## config.mk

```make
export PLATFORM = sky130hd
export DESIGN_NAME = led_matrix_scan_flat
export DESIGN_NICKNAME = d
export VERILOG_FILES = /design/src/rtl/led_matrix_scan_if.sv /design/src/rtl/led_matrix_scan.sv /design/src/flat_wrapper.sv
export SDC_FILE = /design/constraint.sdc
export NUM_CORES = 1
export LEC_CHECK = 0
export ABC_AREA = 1
export CORE_MARGIN = 2
export CORE_UTILIZATION = 55
export CTS_CLUSTER_SIZE = 8
export DETAILED_ROUTE_END_ITERATION = 6
export PLACE_DENSITY = 0.88
export SLEW_MARGIN = 10
export SYNTH_ARGS = -nofsm -noshare
export SYNTH_HDL_FRONTEND = slang
export SYNTH_SLANG_ARGS = --single-unit
```

## constraint.sdc

```tcl
create_clock -name pi_clk -period 2.45 [get_ports pi_clk]
set_input_delay 0.245 -clock pi_clk [delete_from_list [all_inputs] [get_ports pi_clk]]
set_output_delay 0.245 -clock pi_clk [all_outputs]
set_load 0.01 [all_outputs]
```

## src/rtl/led_matrix_scan_if.sv

```systemverilog
// Request, ROM and matrix-display signals of the LED matrix scanner.
// master drives requests and ROM data; slave is the scanner itself.
interface led_matrix_scan_if #(
    parameter int unsigned WADDR = 4,
    parameter int unsigned WDATA = 64
);
    logic             pi_load;
    logic [WADDR-1:0] pi_digit;
    logic             po_rom_en;
    logic [WADDR-1:0] po_rom_addr;
    logic [WDATA-1:0] pi_rom_data;
    logic [7:0]       po_col;
    logic [7:0]       po_row;
    logic             po_frame_done;
    logic             po_busy;

    modport master (
        output pi_load, pi_digit, pi_rom_data,
        input  po_rom_en, po_rom_addr, po_col, po_row, po_frame_done, po_busy
    );

    modport slave (
        input  pi_load, pi_digit, pi_rom_data,
        output po_rom_en, po_rom_addr, po_col, po_row, po_frame_done, po_busy
    );
endinterface

```

## src/rtl/led_matrix_scan.sv

```systemverilog
// Fetches an 8x8 glyph from a 1-cycle ROM and scans it column by column,
// double-buffered so a new glyph only takes effect at a frame boundary.
module led_matrix_scan #(
    parameter int unsigned WADDR   = 4,
    parameter int unsigned WDATA   = 64,
    parameter int unsigned CLK_DIV = 1000
) (
    input logic              pi_clk,
    input logic              pi_rst_n,
    led_matrix_scan_if.slave bus
);
    localparam int unsigned DivW = (CLK_DIV > 1) ? $clog2(CLK_DIV) : 1;

    typedef enum logic [1:0] {StIdle, StFetch, StWait} state_e;

    state_e           state_q, state_d;
    logic             pending_q, pending_d;
    logic [WADDR-1:0] digit_q, digit_d;
    logic [WADDR-1:0] addr_q, addr_d;
    logic             busy_q, busy_d;
    logic [WDATA-1:0] frame_q, frame_d;
    logic [WDATA-1:0] shadow_q, shadow_d;
    logic             shadow_valid_q, shadow_valid_d;
    logic [2:0]       col_idx_q, col_idx_d;
    logic [DivW-1:0]  div_q, div_d;
    logic [7:0]       col_q, col_d;
    logic [7:0]       row_q, row_d;
    logic             frame_done_q, frame_done_d;
    logic             col_tick;
    logic             boundary;

    always_comb begin
        state_d   = state_q;
        pending_d = pending_q;
        digit_d   = digit_q;
        addr_d    = addr_q;
        case (state_q)
            StIdle:  if (pending_q) state_d = StFetch;
            StFetch: begin
                pending_d = 1'b0;
                addr_d    = digit_q;
                state_d   = StWait;
            end
            StWait:  state_d = StIdle;
            default: state_d = StIdle;
        endcase
        // A request in the fetch cycle keeps pending so it gets its own fetch.
        if (bus.pi_load) begin
            pending_d = 1'b1;
            digit_d   = bus.pi_digit;
        end
        busy_d = pending_d | (state_d != StIdle);
    end

    // col_idx_q is the column presented on the next tick; the first tick shows column 0.
    always_comb begin
        col_tick       = (div_q == DivW'(CLK_DIV - 1));
        boundary       = col_tick & col_q[7];
        div_d          = col_tick ? '0 : div_q + 1'b1;
        col_idx_d      = col_tick ? col_idx_q + 3'd1 : col_idx_q;
        frame_d        = frame_q;
        shadow_d       = shadow_q;
        shadow_valid_d = shadow_valid_q;
        if (boundary && shadow_valid_q) begin
            frame_d        = shadow_q;
            shadow_valid_d = 1'b0;
        end
        // Capture after the swap: a same-edge capture waits for the next boundary.
        if (state_q == StWait) begin
            shadow_d       = bus.pi_rom_data;
            shadow_valid_d = 1'b1;
        end
        col_d = col_q;
        row_d = row_q;
        if (col_tick) begin
            col_d = 8'd1 << col_idx_q;
            row_d = frame_d[{col_idx_q, 3'b000} +: 8];
        end
        frame_done_d = boundary;
    end

    always_ff @(posedge pi_clk or negedge pi_rst_n) begin
        if (!pi_rst_n) begin
            state_q        <= StIdle;
            pending_q      <= 1'b0;
            digit_q        <= '0;
            addr_q         <= '0;
            busy_q         <= 1'b0;
            frame_q        <= '0;
            shadow_q       <= '0;
            shadow_valid_q <= 1'b0;
            col_idx_q      <= 3'd0;
            div_q          <= '0;
            col_q          <= 8'd0;
            row_q          <= 8'd0;
            frame_done_q   <= 1'b0;
        end else begin
            state_q        <= state_d;
            pending_q      <= pending_d;
            digit_q        <= digit_d;
            addr_q         <= addr_d;
            busy_q         <= busy_d;
            frame_q        <= frame_d;
            shadow_q       <= shadow_d;
            shadow_valid_q <= shadow_valid_d;
            col_idx_q      <= col_idx_d;
            div_q          <= div_d;
            col_q          <= col_d;
            row_q          <= row_d;
            frame_done_q   <= frame_done_d;
        end
    end

    assign bus.po_rom_en     = (state_q == StFetch);
    assign bus.po_rom_addr   = (state_q == StFetch) ? digit_q : addr_q;
    assign bus.po_col        = col_q;
    assign bus.po_row        = row_q;
    assign bus.po_frame_done = frame_done_q;
    assign bus.po_busy       = busy_q;
endmodule

```

## src/flat_wrapper.sv

```systemverilog
// flat-port wrapper written by rule: the top's interface ports become plain ports
module led_matrix_scan_flat 
#(
    parameter int unsigned WADDR   = 4,
    parameter int unsigned WDATA   = 64,
    parameter int unsigned CLK_DIV = 1000
)
  (pi_clk, pi_rst_n, bus_pi_load, bus_pi_digit, bus_pi_rom_data, bus_po_rom_en, bus_po_rom_addr, bus_po_col, bus_po_row, bus_po_frame_done, bus_po_busy);
  led_matrix_scan_if #(.WADDR(WADDR), .WDATA(WDATA)) bus_i ();
  input logic pi_clk;
  input logic pi_rst_n;
  input wire logic [$bits(bus_i.pi_load)-1:0] bus_pi_load;
  input wire logic [$bits(bus_i.pi_digit)-1:0] bus_pi_digit;
  input wire logic [$bits(bus_i.pi_rom_data)-1:0] bus_pi_rom_data;
  output wire logic [$bits(bus_i.po_rom_en)-1:0] bus_po_rom_en;
  output wire logic [$bits(bus_i.po_rom_addr)-1:0] bus_po_rom_addr;
  output wire logic [$bits(bus_i.po_col)-1:0] bus_po_col;
  output wire logic [$bits(bus_i.po_row)-1:0] bus_po_row;
  output wire logic [$bits(bus_i.po_frame_done)-1:0] bus_po_frame_done;
  output wire logic [$bits(bus_i.po_busy)-1:0] bus_po_busy;
  assign bus_i.pi_load = bus_pi_load;
  assign bus_i.pi_digit = bus_pi_digit;
  assign bus_i.pi_rom_data = bus_pi_rom_data;
  assign bus_po_rom_en = bus_i.po_rom_en;
  assign bus_po_rom_addr = bus_i.po_rom_addr;
  assign bus_po_col = bus_i.po_col;
  assign bus_po_row = bus_i.po_row;
  assign bus_po_frame_done = bus_i.po_frame_done;
  assign bus_po_busy = bus_i.po_busy;
  led_matrix_scan #(.WADDR(WADDR), .WDATA(WDATA), .CLK_DIV(CLK_DIV)) u_core (.pi_clk(pi_clk), .pi_rst_n(pi_rst_n), .bus(bus_i));
endmodule
```

After elaboration in Yosys (flattened, before gate mapping)
Index checks and enable logic that the tools add are counted.

storage, ports and cells
  register bits after elaboration = 171
  output and inout bits = 23

operators by class
  $add $sub $neg = 2
  equality and inequality tests = 3
  shift operators = 2
  muxes and demuxes = 9
  bitwise logic cells = 2
  reduce and logical (&&, ||, !) cells = 4

operator list
  kind                   count
  $mux 64                1
  $shiftx 64x7->8        1
  $add 10x1->10 const B  1
  $eq 10x10->1 const B   1
  $mux 10                1
  $shl 1x3->8 const A    1
  $mux 1                 4
  $mux 4                 1
  $pmux 2 s2             1
  $reduce_bool 2->1      2
  $add 3x1->3 const B    1
  $eq 2x1->1 const B     1
  $eq 2x2->1 const B     1
  $logic_not 2->1        1
  $mux 2                 1
  $and 1x1->1            1
  $logic_and 1x1->1      1
  $or 1x1->1             1

Depth between registers and ports, before layout
  depth in word-level cells = 5
  depth in mapped cells = 13

Worst setup path after synthesis
OpenSTA, ideal clock, no wires.

  kind = register -> register
  from = reg u_core.div_q[0]
  to = reg u_core.row_q[1] (netlist: u_core.bus.po_row[1])
  setup time = 0.118 ns
  arrival = 1.628 ns
  slack = 0.705 ns
  stages on the path, launching flop included = 14
  buffers on the path = 1
  period minus slack after synthesis = 1.745 ns
  path through = dfrtp_1 > ha_1 > nand2_1 > nor2_1 > nand2_1 > nor2_4 > nand3_4 > buf_2 > nand2_1 > nand3_1 > nand3_1 > nand3_1 > nand3_1 > nand2_1

on the way
  longest elaborated chain between the ends = 5

ends and longest elaborated chain
  what                    line                    source
  from (decl)             led_matrix_scan.sv:25   logic [DivW-1:0] div_q, div_d;
  from (signal assigned)  led_matrix_scan.sv:107  div_q <= div_d;
  $eq 10x10->1 *          led_matrix_scan.sv:57   col_tick = (div_q == DivW'(CLK_DIV - 1));
  $and 1x1->1             led_matrix_scan.sv:58   boundary = col_tick & col_q[7];
  $logic_and 1x1->1       led_matrix_scan.sv:64   if (boundary && shadow_valid_q) begin
  $mux 64                 led_matrix_scan.sv:64
  $shiftx 64x7->8         led_matrix_scan.sv:77   row_d = frame_d[{col_idx_q, 3'b000} +: 8];
  to (signal assigned)    led_matrix_scan.sv:109  row_q <= row_d;
  to (decl)               led_matrix_scan.sv:27   logic [7:0] row_q, row_d;

Every way passes the cells marked *; elsewhere a longest branch is shown, timed or not.
A chain may end at the register's enable or synchronous reset.

Final worst setup path
  from = reg u_core.state_q[1]
  to = out bus_po_rom_addr[2]

on the way
  longest elaborated chain between the ends = 2

ends and longest elaborated chain
  what                    line                    source
  from (decl)             led_matrix_scan.sv:16   state_e state_q, state_d;
  from (signal assigned)  led_matrix_scan.sv:84   state_q <= StIdle;
  from (signal assigned)  led_matrix_scan.sv:98   state_q <= state_d;
  $eq 2x1->1              led_matrix_scan.sv:115  assign bus.po_rom_addr = (state_q == StFetch) ? digit_q : addr_q;
  $mux 4                  led_matrix_scan.sv:115
  to (decl)               flat_wrapper.sv:16      output wire logic [$bits(bus_i.po_rom_addr)-1:0] bus_po_rom_addr;

Every way passes these cells.

==> flow_summary.toml <==
[layout]
multi_input_area_um2 = 2770
num_antenna_cells = 0
seq_area_um2 = 4280
final_layout_size_suffix_gt1_share_pct = 14.4
utilization_pct = 69.3
final_cell_mix = "181 x nand2_1, 169 x dfrtp_1, 130 x nand3_1, 92 x clkdlybuf4s50_1"
fillers = 961
final_common_cell = "nand2_1"
layout.nets = 886
area_delta_synth_final_pct = 24.2

[critical_path]
worstPathRequired_ns = 2.20
startpoint = "u_core.state_q[1]$_DFF_PN0_"
cp.arrival_ns = 2.01
worst_setup_path_end_kind = "output pin"
start_kind = "flip-flop"
cp_max_fo = 9
r2r-start = "u_core.div_q[0]$_DFF_PN0_"
crit_type = "flip-flop to output pin"

[pwr]
power_mw = 8.10
powerDensity_nw_per_um2 = 889
power.leakage_nw = 4.42
vdd_drop_max_mv = 0.760

[yosys]
syn_area_per_cell_um2 = 10.0
syn_inst = 731
synthesis.area_um2 = 7340
synth.distinct_cells = 21
ys_seq_area_share_pct = 58.3
synth_nets = 809
yosys_warnings = 0
ys_ff_latch = 171

[die]
die_h_um = 119
dieArea_um2 = 14300
core_area_um2 = 13100
floorplan.initialDensity_pct = 55.8
io-pin-count = 94
core.rowCount = 42
die_width_um = 119

[timing]
hold_viol = 0
drv_slew = 0
period_share_pct = 91.9
relSlewSlack_pct = 57.4
clock-skew-final_ns = 0.0129
fin_tns_setup_ns = 0
fmax_mhz = 444
rsz0062_at_grt = "no"
worst_pin_slew_ns = 0.638
fin_crit_ns = 2.25
finalSetupViolations = 0

[route]
drcViolationCount = 0
drtIter0Drc = 698
wl_per_cell_um = 17.3
firstDrtPassIters = 5
detail-route-antenna-nets = 0
viasPerCell = 5.83
num_vias = 5813
wl_um = 17300

[grt]
grt_pass1_wl_um = 29000
grt_max_degree = 90
grt_usage_pct = 25.8
grt_overflow = 0
antenna_found_initial = 0
grt_pass1_vias = 5746

[place]
gp_congestion = 0.797
portBuffers = 93
hpwl_um = 10700

[clock_tree]
cts.sinks = 171
clock_latency_ns = 0.44
cts_tree = "yes"
cts_root_buf = "clkbuf_16"
clk_path_buf_depth = 2
htree_levels = 4
cts_made_buffers = 17
clk_pin_slew_ns = 0.06
cts_setup_buffers = 0

[min_path]
min_path_type = "primary input to flip-flop"
hold_start = "bus_pi_digit[1]"

[outcome]
status = "finished, final reports clean"

[job]
maxCapViolations = 0
## logic make-up after synthesis
logic type                 count (synthesis)  synth area share, %
AOI/OAI and AO/OA                         18                 1.25
xor gates and xnor gates                   3                0.358
adders and majority gates                  7                 1.19
buffers and inverters                     72                 4.01
DFF                                      171                 58.3
muxes                                     64                 9.82
and+or+nand+nor                          396                 25.0
## cell usage after synthesis
cell,count,share of area (%)
a21oi_1,3,0.20
ha_1,7,1.2
dfrtp_1,171,58
nand4_1,64,5.5
buf_1,12,0.61
xor2_1,3,0.36
clkinv_1,1,0.051
nand3_1,130,8.9
mux2_2,64,9.8
nand2_1,182,9.3
nor2_4,1,0.15
nor4_1,1,0.085
inv_2,1,0.051
nor2_1,14,0.72
inv_1,19,0.97
buf_2,19,1.3
nor3_1,3,0.20
nand3_4,1,0.24
clkbuf_1,20,1.0
o21ai_0,14,0.96
a31oi_1,1,0.085
## final cells by class
cell class                      instances  area share [%]
Sequential cell                       171            47.0
Multi-Input combinational cell        488            30.4
Timing Repair Buffer                  108            12.3
Clock buffer                           20            4.90
Tap cell                              176            2.42
Clock inverter                         12            2.05
Inverter                               21           0.906
Timing Repair inverter                  1          0.0549
## worst max-delay path, cell delays in order, from the launching register on
cell             delay [ns]
dfrtp_1                0.40
nor2_1                 0.25
inv_2                  0.13
o21ai_1                0.20
clkdlybuf4s50_1        0.58
## flip-flops by register name, summed over array words and instances (netlist names)
name / flops
u_core.pending_q: 1
u_core.col_idx_q: 3
u_core.bus.po_col: 8
u_core.div_q: 10
u_core.state_q: 2
u_core.bus.po_frame_done: 1
u_core.frame_q: 64
u_core.bus.po_row: 8
u_core.shadow_q: 64
u_core.addr_q: 4
u_core.bus.po_busy: 1
u_core.digit_q: 4
u_core.shadow_valid_q: 1
## report_power, final
part | internal [mW] | switching, mW
sequential | 3.45 | 0.378
combinational | 0.875 | 0.530
clock | 1.75 | 1.12
## worst paths after layout
check / end / slack [ns] / cells past startpoint
worst max-delay path: bus_po_rom_addr[2] / 0.20 / 4
worst min-delay path: u_core.digit_q[1]$_DFFE_PN0P_ / 0.37 / 3
worst max register to register: u_core.bus.po_row[1]$_DFFE_PN0N_ / 0.22 / 12
worst min register to register: u_core.state_q[0]$_DFF_PN0_ / 0.44 / 1
max in group asynchronous: u_core.frame_q[20]$_DFF_PN0_ / 1.30 / 3
min in group asynchronous: u_core.frame_q[60]$_DFF_PN0_ / 0.40 / 2
## metrics by stage
step	worst slack (ns)	instances	instance area, um2	hold slack [ns]
6_report	0.199	997	9110	0.369
4_1_cts	0.0346	996	9100	0.354
3_5_place_dp	0.279	963	8460	0.292
5_1_grt	0.0171	997	9110	0.391
2_1_floorplan	0.705	731	7340	-0.0506
3_3_place_gp	0.327	963	8460	0.288
## layer usage
metal | vias up | share of wire [%] | GRT usage, %
li1 | 2671 | - | -
met1 | 2805 | 43 | 36.7
met2 | 284 | 47 | 37.7
met3 | 53 | 7.5 | 6.27
met4 | 0 | 3.1 | 11.9
met5 | - | 0 | 0
## timing repair
| item | CTS | global route |
|---|---|---|
| gates resized for setup | 0 | 6 |
| hold buffers | 1 | 0 |
| endpoints found under the setup margin | 0 | 5 |
| hold endpoints to repair | 63 | 0 |
No activity file was read; power rests on OpenSTA's default activity.
